===== config.mk =====
export PLATFORM = sky130hd
export DESIGN_NAME = lfu_word_pipe_flat
export DESIGN_NICKNAME = d
export VERILOG_FILES = /design/src/rtl/lfu_word_pipe_if.sv /design/src/rtl/lfu_word_pipe.sv /design/src/flat_wrapper.sv
export SDC_FILE = /design/constraint.sdc
export NUM_CORES = 1
export LEC_CHECK = 0
export CORE_MARGIN = 2
export CORE_UTILIZATION = 45
export CTS_CLUSTER_DIAMETER = 40
export DETAILED_ROUTE_END_ITERATION = 16
export PLACE_DENSITY = 0.77
export SYNTH_ARGS = -nofsm -noshare
export SYNTH_HDL_FRONTEND = slang
export SYNTH_HIERARCHICAL = 1
export SYNTH_SLANG_ARGS = --single-unit
export TNS_END_PERCENT = 30

===== constraint.sdc =====
create_clock -name CLK -period 4.7 [get_ports CLK]
set_input_delay 0.47 -clock CLK [delete_from_list [all_inputs] [get_ports CLK]]
set_output_delay 0.47 -clock CLK [all_outputs]
set_load 0.01 [all_outputs]

===== src/rtl/lfu_word_pipe_if.sv =====
// Handshake bundle for the word-wide blitter logic function unit.
// The master side feeds source/destination words and accepts results; the slave side is the pipe.
interface lfu_word_pipe_if #(
  parameter int WIDTH = 8
);
  logic             IN_VALID;
  logic             IN_READY;
  logic [WIDTH-1:0] SRCD;
  logic [WIDTH-1:0] DSTD;
  logic [3:0]       LFUC;
  logic             CMPEN;
  logic [WIDTH-1:0] CMPD;
  logic             OUT_VALID;
  logic             OUT_READY;
  logic [WIDTH-1:0] DOUT;
  logic             INHIBIT;
  logic             ZERO;

  modport master (
    output IN_VALID, SRCD, DSTD, LFUC, CMPEN, CMPD, OUT_READY,
    input  IN_READY, OUT_VALID, DOUT, INHIBIT, ZERO
  );

  modport slave (
    input  IN_VALID, SRCD, DSTD, LFUC, CMPEN, CMPD, OUT_READY,
    output IN_READY, OUT_VALID, DOUT, INHIBIT, ZERO
  );
endinterface


===== src/rtl/lfu_word_pipe.sv =====
// Word-wide blitter LFU: per-bit minterm function of S and D, two-stage valid/ready pipe,
// optional compare-inhibit against a pattern, zero flag and a saturating write counter.
module lfu_cell (
  input  logic       s,
  input  logic       d,
  input  logic [3:0] f,
  output logic       r
);
  assign r = (~s & ~d & f[0]) | (~s & d & f[1]) | (s & ~d & f[2]) | (s & d & f[3]);
endmodule

module lfu_word_pipe #(
  parameter int WIDTH = 8,
  parameter int CNTW  = 16
) (
  input  logic            CLK,
  input  logic            RESET,
  lfu_word_pipe_if.slave  bus,
  input  logic            CLRCNT,
  output logic [CNTW-1:0] WCOUNT
);
  typedef struct packed {
    logic [WIDTH-1:0] r;
    logic             cmpen;
    logic [WIDTH-1:0] cmpd;
  } s1_t;

  typedef struct packed {
    logic [WIDTH-1:0] dout;
    logic             inhibit;
    logic             zero;
  } s2_t;

  logic [WIDTH-1:0] r0;
  s1_t              s1;
  s2_t              s2;
  logic [2:1]       vld_pipe;
  logic             adv2, in_ready, in_xfer, out_xfer;

  for (genvar i = 0; i < WIDTH; i++) begin : g_lane
    lfu_cell u_cell (
      .s (bus.SRCD[i]),
      .d (bus.DSTD[i]),
      .f (bus.LFUC),
      .r (r0[i])
    );
  end

  // Stage 2 frees up when it is empty or draining this cycle; stage 1 then follows.
  assign adv2     = vld_pipe[1] & (~vld_pipe[2] | bus.OUT_READY);
  assign in_ready = ~vld_pipe[1] | adv2;
  assign in_xfer  = bus.IN_VALID & in_ready;
  assign out_xfer = vld_pipe[2] & bus.OUT_READY;

  always_ff @(posedge CLK or posedge RESET) begin
    if (RESET) begin
      vld_pipe <= '0;
      s1       <= '0;
      s2       <= '0;
    end else begin
      if (in_xfer)
        s1 <= '{r: r0, cmpen: bus.CMPEN, cmpd: bus.CMPD};
      if (adv2)
        s2 <= '{dout: s1.r, inhibit: s1.cmpen & (s1.r == s1.cmpd), zero: (s1.r == '0)};
      vld_pipe[1] <= in_xfer | (vld_pipe[1] & ~adv2);
      vld_pipe[2] <= adv2 | (vld_pipe[2] & ~bus.OUT_READY);
    end
  end

  // Clear beats a same-cycle increment; count sticks at all-ones.
  always_ff @(posedge CLK or posedge RESET) begin
    if (RESET)
      WCOUNT <= '0;
    else if (CLRCNT)
      WCOUNT <= '0;
    else if (out_xfer & ~s2.inhibit & ~&WCOUNT)
      WCOUNT <= WCOUNT + 1'b1;
  end

  assign bus.IN_READY  = in_ready;
  assign bus.OUT_VALID = vld_pipe[2];
  assign bus.DOUT      = s2.dout;
  assign bus.INHIBIT   = s2.inhibit;
  assign bus.ZERO      = s2.zero;

  logic [2:0] inflight;
  always_ff @(posedge CLK or posedge RESET) begin
    if (RESET) inflight <= '0;
    else       inflight <= inflight + 3'(in_xfer) - 3'(out_xfer);
  end

  a_stall_stable: assert property (@(posedge CLK) disable iff (RESET)
    bus.OUT_VALID && !bus.OUT_READY |=>
      $stable(bus.DOUT) && $stable(bus.INHIBIT) && $stable(bus.ZERO) && bus.OUT_VALID);

  a_inflight: assert property (@(posedge CLK) disable iff (RESET)
    inflight <= 3'd2 && inflight == 3'(vld_pipe[1]) + 3'(vld_pipe[2]));
endmodule

===== src/flat_wrapper.sv =====
// flat-port wrapper written by rule: the top's interface ports become plain ports
module lfu_word_pipe_flat 
#(
  parameter int WIDTH = 8,
  parameter int CNTW  = 16
)
  (CLK, RESET, CLRCNT, WCOUNT, bus_IN_VALID, bus_SRCD, bus_DSTD, bus_LFUC, bus_CMPEN, bus_CMPD, bus_OUT_READY, bus_IN_READY, bus_OUT_VALID, bus_DOUT, bus_INHIBIT, bus_ZERO);
  lfu_word_pipe_if #(.WIDTH(WIDTH)) bus_i ();
  input  logic CLK;
  input  logic RESET;
  input  logic CLRCNT;
  output logic [CNTW-1:0] WCOUNT;
  input wire logic [$bits(bus_i.IN_VALID)-1:0] bus_IN_VALID;
  input wire logic [$bits(bus_i.SRCD)-1:0] bus_SRCD;
  input wire logic [$bits(bus_i.DSTD)-1:0] bus_DSTD;
  input wire logic [$bits(bus_i.LFUC)-1:0] bus_LFUC;
  input wire logic [$bits(bus_i.CMPEN)-1:0] bus_CMPEN;
  input wire logic [$bits(bus_i.CMPD)-1:0] bus_CMPD;
  input wire logic [$bits(bus_i.OUT_READY)-1:0] bus_OUT_READY;
  output wire logic [$bits(bus_i.IN_READY)-1:0] bus_IN_READY;
  output wire logic [$bits(bus_i.OUT_VALID)-1:0] bus_OUT_VALID;
  output wire logic [$bits(bus_i.DOUT)-1:0] bus_DOUT;
  output wire logic [$bits(bus_i.INHIBIT)-1:0] bus_INHIBIT;
  output wire logic [$bits(bus_i.ZERO)-1:0] bus_ZERO;
  assign bus_i.IN_VALID = bus_IN_VALID;
  assign bus_i.SRCD = bus_SRCD;
  assign bus_i.DSTD = bus_DSTD;
  assign bus_i.LFUC = bus_LFUC;
  assign bus_i.CMPEN = bus_CMPEN;
  assign bus_i.CMPD = bus_CMPD;
  assign bus_i.OUT_READY = bus_OUT_READY;
  assign bus_IN_READY = bus_i.IN_READY;
  assign bus_OUT_VALID = bus_i.OUT_VALID;
  assign bus_DOUT = bus_i.DOUT;
  assign bus_INHIBIT = bus_i.INHIBIT;
  assign bus_ZERO = bus_i.ZERO;
  lfu_word_pipe #(.WIDTH(WIDTH), .CNTW(CNTW)) u_core (.CLK(CLK), .RESET(RESET), .bus(bus_i), .CLRCNT(CLRCNT), .WCOUNT(WCOUNT));
endmodule

* Word level (Yosys, flattened, before mapping)
Cells that the tools add are included.
** Storage, ports and cells
- Logic and storage cells :: 137
- Output and inout bits :: 28
- Register bits :: 45
- Bits of input ports :: 34
** Cells by class
- Bitwise operators :: 121
- Reduce and logical (&&, ||, !) cells :: 4
- Multiplexer cells :: 2
- $add $sub $neg :: 1
- Eq/ne operators :: 1
** Operator list (number)
- 1-bit AND :: 72
- 16-bit two-way mux :: 2
- 1-bit bitwise OR :: 28
- 1-bit inverter :: 21
- 16-bit by 1-bit adder with 16-bit output (second input constant) :: 1
- 16-bit AND reduction :: 1
- 8-bit equality test :: 1
- 8-bit logical NOT :: 1
- 2-bit nonzero test :: 1
- 1-bit logical NOT :: 1

* Logic depth before layout (Yosys ltp)
- Depth after elaboration :: 6
- Gate-level depth with buffers :: 5
- Mapped depth without buffers :: 5

* Modules after synthesis
The synthesis kept the hierarchy.
** Modules (own cells, without submodules)
- lfu_word_pipe :: seq. area each 1126.1 µm², instances 1, area an instance 2107.0 µm², cells an instance 180
- lfu_cell :: seq. area each 0.0 µm², instances 8, area an instance 22.5 µm², cells an instance 1

* Worst setup path after synthesis
Ideal clock, no wire load.
- Path kind :: input -> register
- Start point :: input port bus_OUT_READY
- End point :: register u_core/s1[0] (netlist name)
- Cell stages on the path :: 4
- Path buffers :: 1
- Arrival :: 1.678 ns
- Data required time :: 4.575 ns
- Setup slack :: 2.897 ns
- Setup time :: 0.125 ns
- Cells stage by stage :: nand3b_1 nand2_1 clkbuf_1 mux2_2
** Between the ends
- Word-level cells in the longest chain between the ends :: 4
** Ends and longest elaborated chain
- from (decl) :: line flat_wrapper.sv:19 : input wire logic [$bits(bus_i.OUT_READY)-1:0] bus_OUT_READY;
- 1-bit bitwise OR :: line lfu_word_pipe.sv:50 : assign adv2 = vld_pipe[1] & (~vld_pipe[2] | bus.OUT_READY);
- 1-bit AND :: line lfu_word_pipe.sv:50
- 1-bit bitwise OR :: line lfu_word_pipe.sv:51 : assign in_ready = ~vld_pipe[1] | adv2;
- 1-bit AND :: line lfu_word_pipe.sv:52 : assign in_xfer = bus.IN_VALID & in_ready;
- to (signal assigned) :: line lfu_word_pipe.sv:62 : s1 <= '{r: r0, cmpen: bus.CMPEN, cmpd: bus.CMPD};
- to (decl) :: line lfu_word_pipe.sv:35 : s1_t s1;
Every way passes these cells.
A chain may end at the register's enable or synchronous reset.

* Worst setup path in the final report
- Start point :: input port bus_OUT_READY
- End point :: output port bus_IN_READY
** Between the ends
- Word-level cells in the longest chain between the ends :: 3
** Ends and longest elaborated chain
- 1-bit bitwise OR :: line lfu_word_pipe.sv:50
- 1-bit AND :: line lfu_word_pipe.sv:50
- 1-bit bitwise OR :: line lfu_word_pipe.sv:51
- to (decl) :: line flat_wrapper.sv:20 : output wire logic [$bits(bus_i.IN_READY)-1:0] bus_IN_READY;
Every way passes these cells.

==> metrics.md <==
| Metric | Value |
|---|---|
| Post-CTS Hold Buffers | `0` |
| Row cnt | `25` |
| Hold Vio Cnt, Final | `0` |
| Post-Syn Instances | `188` |
| H-tree depth | `2` |
| HP Class | `reg2reg` |
| Diode count | `0` |
| First-pass GRT wire length | `7680 microns` |
| Worst Max-Slew Pin Slew | `0.688 ns` |
| Vias per cell | `5.47` |
| Bufs and invs on worst path | `2` |
| Synth top area cells | `dfrtp_1 49%, mux2_2 12%, mux4_2 7.9%` |
| CTS clk-pin slew, worst paths | `0.08 ns` |
| CTS tree | `done` |
| Initial antenna violation count | `0` |
| Count of input and output buffers | `61` |
| Max stage delay on crit path | `0.56 ns` |
| Rel. slew slack | `54.0%` |
| Fill cells | `409` |
| Worst skew pair latency | `0.29 ns` |
| Initial Util | `47.5%` |
| Outcome | `finished clean` |
| RSZ-0062 raised after global routing | `false` |
| Mapped Area | `2290 sq um` |
| Critical path's slowest cell | `clkdlybuf4s50_1` |
| Fin crit share | `45.9%` |
| CP delay by family, top | `buffers and inverters` |
| Fin cells | `319` |
| Worst Setup End Kind | `primary output` |
| Core area | `4820 sq um` |
| Layout net count | `287` |
| Worst Setup Start Kind | `input pin` |
| Netlist cell types | `31` |
| Crit path launch | `bus_OUT_READY` |
| I/O Pins | `62` |
| Syn_area_per_cell | `12.2 sq um` |
| Placed cell count | `312` |
| Final WL | `4520 microns` |
| Most frequent cell after synthesis | `dfrtp_1` |
| Die span in y | `75.3 microns` |
| Top post-synthesis cells by count | `45 x dfrtp_1, 25 x mux2_2, 15 x nand2_1` |
| Full die area | `5670 sq um` |
| Routed wire length per instance | `14.2 microns` |
| CP dominant cell by count | `clkdlybuf4s50_1` |
| Comb power frac | `21.3%` |
| Sequential Power Share | `49.6%` |
| Die Width | `75.3 microns` |
| P per Cell Area | `312 nW/um^2` |
| Area growth syn-to-layout | `34.4%` |
| Reg-to-reg startpoint | `u_core/WCOUNT[0]` |
| # setup viols final | `0` |
| Synth Net Count | `223` |
| Hold Path Origin | `u_core/bus.ZERO` |
| EDFF count, synth | `0` |
| WS Path Type | `in2out` |
| Worst path cell trace | `clkdlybuf4s50_1, nand3b_1, clkdlybuf4s50_1` |
| Final Max Slew Viols | `0` |
| Leakage power total | `0.00119 uW` |
| F_max | `464 MHz` |
| # resized after CTS | `0` |
| Clock sink count | `45` |
| Sequential element share of the synthesized area | `49.2%` |
| Yosys warns | `6` |
| Max Fanout on Critical Path | `3` |
| FFs w/ async S/R, synth | `100%` |
| GR Overflow Total | `0` |
| Largest net degree at the start of global routing | `46` |
| Setup TNS | `0 ns` |
| Worst hold slack | `0.479 ns` |
| Via Count | `1744` |
| GP Congestion | `0.866` |
| Setup Skew | `0.00509 ns` |
| Critical Path AT | `1.69 ns` |
| DRC | `0` |
| Sw frac | `24.6%` |
| Net switching power | `236 uW` |
| Overall routing resource usage | `17.9%` |
| Post CTS Setup Buffer Count | `0` |
| Layout cell share with drive strength beyond 1 | `17.5%` |
| Worst EP required | `4.23 ns` |
| Main flop type after synthesis | `dfrtp_1` |
| Internal power | `723 uW` |
| Root Driver | `clkbuf_8` |
| Vias in the first global route | `1682` |
| Clock power share | `29.1%` |
| Hpwl dp | `3420 microns` |
| Top cell type's share of synthesized area | `49.2%` |
| First-pass DRT Iterations | `4` |
| Max Cap Violations | `0` |
| Fin crit period | `2.16 ns` |
| #FFs+latches synth | `45` |
| VDD IR-drop max | `0.188 mV` |
| Routed Antenna Nets | `0` |
| Post-synth top area cell | `dfrtp_1` |
| Initial DRC count | `49` |
| Num CTS Buffers | `5` |
| Clk buf depth | `2` |
per-stage QoR:
step | power, uW | setup WS (ns) | utilization (%) | instance area (sq um)
2_1_floorplan | 586 | 2.90 | - | 2290
3_3_place_gp | 687 | 2.52 | 61.7 | 2970
3_5_place_dp | 692 | 2.47 | 61.7 | 2970
4_1_cts | 973 | 2.54 | 63.8 | 3070
5_1_grt | 1010 | 2.50 | 63.8 | 3070
6_report | 959 | 2.54 | 63.8 | 3070
sequential cells by signal, summed over array words and instances, names as in the netlist:
signal              count
u_core/bus.DOUT         8
u_core/s1              17
u_core/bus.ZERO         1
u_core/WCOUNT          16
u_core/bus.INHIBIT      1
u_core/vld_pipe         2
logic make-up after synthesis:
group / after synthesis / share of synthesized area (%)
fa+ha+maj: 1 / 0.547
buf+inv: 9 / 1.48
simple gates: 62 / 16.4
mux: 37 / 22.1
compound gates: 26 / 7.22
flops: 45 / 49.2
xor+xnor: 8 / 3.06
cell usage in the layout, fill, tap and decap left out, types with 7 or more instances in the layout:
cell type / instances
dfrtp_1: 45
o31ai_1: 8
or4_1: 9
a21oi_1: 10
clkdlybuf4s50_1: 61
mux4_2: 8
mux2_2: 25
nand2_1: 15
xor2_1: 7
area by class of cell:
cell class,count,area [sq um],share of cell area (%)
Tap cell,67,83.8,2.73
Multi-Input combinational cell,134,1130,36.7
Clock buffer,5,68.8,2.24
Sequential cell,45,1130,36.6
Timing Repair Buffer,62,618,20.1
Inverter,4,15.0,0.488
Clock inverter,2,35.0,1.14
metal layers:
layer  global-route usage (%)  up-vias  wire length [microns]
met5                        0        -                      0
met4                     6.43        0                     72
met3                     5.56        7                    280
met2                     31.0       49                   2370
met1                     21.2      839                   1800
li1                         -      849                      -
power groups by stage:
stage / clock [uW] / combinational [uW] / sequential (uW)
2_1_floorplan: 0 / 99.1 / 487
3_3_place_gp: 0 / 204 / 483
3_5_place_dp: 0 / 208 / 484
4_1_cts: 288 / 208 / 476
5_1_grt: 302 / 223 / 484
6_report: 279 / 205 / 476
final timing paths:
path                                 endpoint  depth (start not counted)  slack [ns]
hold reg to reg               u_core/bus.ZERO                          2        0.48
hold / removal                u_core/bus.ZERO                          2        0.48
setup reg to reg             u_core/WCOUNT[0]                          5        2.75
setup / recovery                 bus_IN_READY                          3        2.54
min in group asynchronous    u_core/WCOUNT[8]                          3        0.62
max in group asynchronous  u_core/bus.DOUT[4]                          3        3.70
worst reg2reg max path: stages, from the launching register on:
cell and delay [ns]:
dfrtp_1 0.47, ha_1 0.23, nand3_1 0.12, nor4_2 0.50, nor2b_1 0.18, mux2_1 0.35
(Power assumes the default switching activity.)
==> edit, RTL diff (config.mk and constraints unchanged) <==
`WIDTH` is set to 8 in 3 places; all go to 10.
--- a/src/rtl/lfu_word_pipe_if.sv
+++ b/src/rtl/lfu_word_pipe_if.sv
@@ -3,3 +3,3 @@
 interface lfu_word_pipe_if #(
-  parameter int WIDTH = 8
+  parameter int WIDTH = 10
 );
--- a/src/rtl/lfu_word_pipe.sv
+++ b/src/rtl/lfu_word_pipe.sv
@@ -12,3 +12,3 @@
 module lfu_word_pipe #(
-  parameter int WIDTH = 8,
+  parameter int WIDTH = 10,
   parameter int CNTW  = 16
--- a/src/flat_wrapper.sv
+++ b/src/flat_wrapper.sv
@@ -3,3 +3,3 @@
 #(
-  parameter int WIDTH = 8,
+  parameter int WIDTH = 10,
   parameter int CNTW  = 16
Interface: changed (resized bus_CMPD, bus_DOUT, bus_DSTD and bus_SRCD); port bits go from 62 to 70. No check against the original RTL was run, so the function may have changed too.
==> edit against the unedited design <==
  * Clock skew is 0.00078 ns lower
  * Wire length is 17% higher
  * Non-clock buffer count is 7 higher
  * Via count is 11% higher
  * Sequential cell count is 6 higher
  * Power is 11% higher
  * Setup slack better by 0.023 ns
  * Final area is 14% higher
  * Area after synthesis is 16% higher
  * Cell count is 11% higher
  * Critical path type unchanged
  * Critical endpoint unchanged
==> edit: results (changes against the unedited design) <==
POSTSYNTHNETCOUNT=251  # +13%
VIAS=1943  # +11%
YS_ASYNC_SR_FRACTION=1.00  # unchanged
SYNTH_SEQUENTIAL_AREA_RATIO=0.482  # -0.0108
YOSYS-TOP-CELLS-COUNT='sky130_fd_sc_hd__dfrtp_1 (51), sky130_fd_sc_hd__mux2_2 (35), sky130_fd_sc_hd__mux4_2 (10), sky130_fd_sc_hd__xnor2_1 (10)'
SYN_AVG_CELL_AREA_UM2=12.6  # +3.7%
DRIVE_ABOVE_1_SHARE=0.238  # +0.0638
CLOCK-ROOT-BUFFER='sky130_fd_sc_hd__clkbuf_8'
TIMING.CRITICAL_PATH.ARRIVAL_NS=1.66  # -0.03 ns
POST_SYNTH_MUX_AREA_SHARE=0.247  # +0.0264
CRIT_PATH_MAX_FANOUT=3  # unchanged
VDD_DROP_MAX_mV=0.165  # -13%
MIN-DELAY-PATH-CLASS='reg -> reg'
YOSYSUNIQUECELLTYPES=42  # +35%
INITIALDRTVIOLATIONCOUNT=55  # +12%
WORST_CLOCK_SKEW_NS=0.00431  # -0.000779 ns
GRTUSAGETOTAL=0.174  # -0.00596
INSERTION_DELAY_NS=0.30
DP_SLACK_NS=2.41  # -0.0591 ns
GLOBALPLACE.CONGESTION=0.808  # -6.7%
DP.CELLS=345  # +11%
ANTENNA_FOUND_INITIAL=0  # unchanged
N_FILL_CELL=468  # +14%
FINAL_NETS=321  # +12%
PORTBUFS=69  # +13%
POST-DP-HPWL_UM=4050  # +18%
COMPOUND_GATE_PORTION_OF_THE_SYNTHESIZED_AREA=0.0453  # -0.0269
SYNTHXORXNORAREAFRAC=0.0331  # +0.00242
WORSTMARGINPINSLEW_NS=1.05  # +0.359 ns
POSTCTSRESIZEDCELLS=0  # unchanged
CLKSLEWWORSTSETUPHOLDPATHS_NS=0.10  # +0.02 ns
PLACE_AREA_UM2=3400  # +15%
GRT_START_MAX_NET_PINS=52  # +13%
GRT_PASS1_WL_UM=8750  # +14%
LARGEST_REGISTER_FFS=21  # +4
POWER.LEAKAGE_nW=1.36  # +15%
SHARE_OF_SYNTHESIZED_CELL_AREA_IN_FULL_ADDER_HALF_ADDER_AND_MAJORITY_CELLS=0.00472  # -0.000749
DETAIL_ROUTE.VIAS_PER_CELL=5.50  # +0.68%
DETAILED_ROUTE_WIRE_LENGTH_UM=5290  # +17%
OUTCOME='completed'
TOTAL_INSERTED_ANTENNA_CELLS=0  # unchanged
MAX_FLOP_REGISTER='u_core/s1'
NETLIST_TOP_CELLS_AREA='sky130_fd_sc_hd__dfrtp_1 (48%), sky130_fd_sc_hd__mux2_2 (15%), sky130_fd_sc_hd__mux4_2 (8.5%)'
MAX_STAGE_DELAY_NS=0.56  # about the same
-- edit: cell types whose count changed after synthesis, moves of 3 or more --
cell                       unedited run  this run
sky130_fd_sc_hd__mux2_2              25        35
sky130_fd_sc_hd__xnor2_1              1        10
sky130_fd_sc_hd__xor2_1               7         0
sky130_fd_sc_hd__dfrtp_1             45        51
sky130_fd_sc_hd__nand2_1             15         9
sky130_fd_sc_hd__or4_1                9         3
sky130_fd_sc_hd__nor2_1               4         8
sky130_fd_sc_hd__clkbuf_1             5         2
sky130_fd_sc_hd__nor2b_1              3         6
sky130_fd_sc_hd__o31ai_1              8         5
-- edit: metrics by stage --
stage / utilization / total power (W)
2_1_floorplan: - / 0.000688
3_3_place_gp: 0.607 / 0.000812
3_5_place_dp: 0.607 / 0.000820
4_1_cts: 0.623 / 0.00108
5_1_grt: 0.623 / 0.00112
6_report: 0.623 / 0.00107
-- edit: logic make-up after synthesis --
kind of cell	after synthesis
simple gates	69
flops	51
mux	48
compound gates	20
buf+inv	11
xor+xnor	10
fa+ha+maj	1
-- edit: path summary, 6_finish.rpt --
path                               startpoint                  to  slack (ns)  depth (start not counted)
setup reg to reg           u_core/bus.INHIBIT   u_core/WCOUNT[14]        2.95                          4
hold / removal             u_core/bus.INHIBIT  u_core/bus.INHIBIT        0.51                          1
setup / recovery                bus_OUT_READY        bus_IN_READY        2.57                          3
min in group asynchronous               RESET   u_core/WCOUNT[12]        0.74                          2
max in group asynchronous               RESET    u_core/WCOUNT[1]        3.33                          2
hold reg to reg            u_core/bus.INHIBIT  u_core/bus.INHIBIT        0.51                          1
-- edit: power by group --
group / internal (W) / switching (W)
sequential: 0.000499 / 0.0000507
clock: 0.000108 / 0.000151
combinational: 0.000167 / 0.0000895
total: 0.000775 / 0.000291
-- edit: cell type report --
cell class,instances,area share
Multi-Input combinational cell,148,0.380
Sequential cell,51,0.365
Timing Repair Buffer,69,0.198
Tap cell,72,0.0258
Clock buffer,5,0.0197
Clock inverter,3,0.00645
Inverter,5,0.00537
-- edit: layer usage --
metal  wire length (µm)  vias up  global-route usage
li1                   -      931                   -
met5                  0        -                   0
met3                280        3              0.0389
met1               2200      945               0.213
met2               2770       64               0.315
met4                 35        0              0.0356
-- edit: critical path, delay by kind of cell --
| family | cells | cell delay (ns) |
|---|---|---|
| buf+inv | 2 | 1.04 |
| simple gates | 1 | 0.15 |
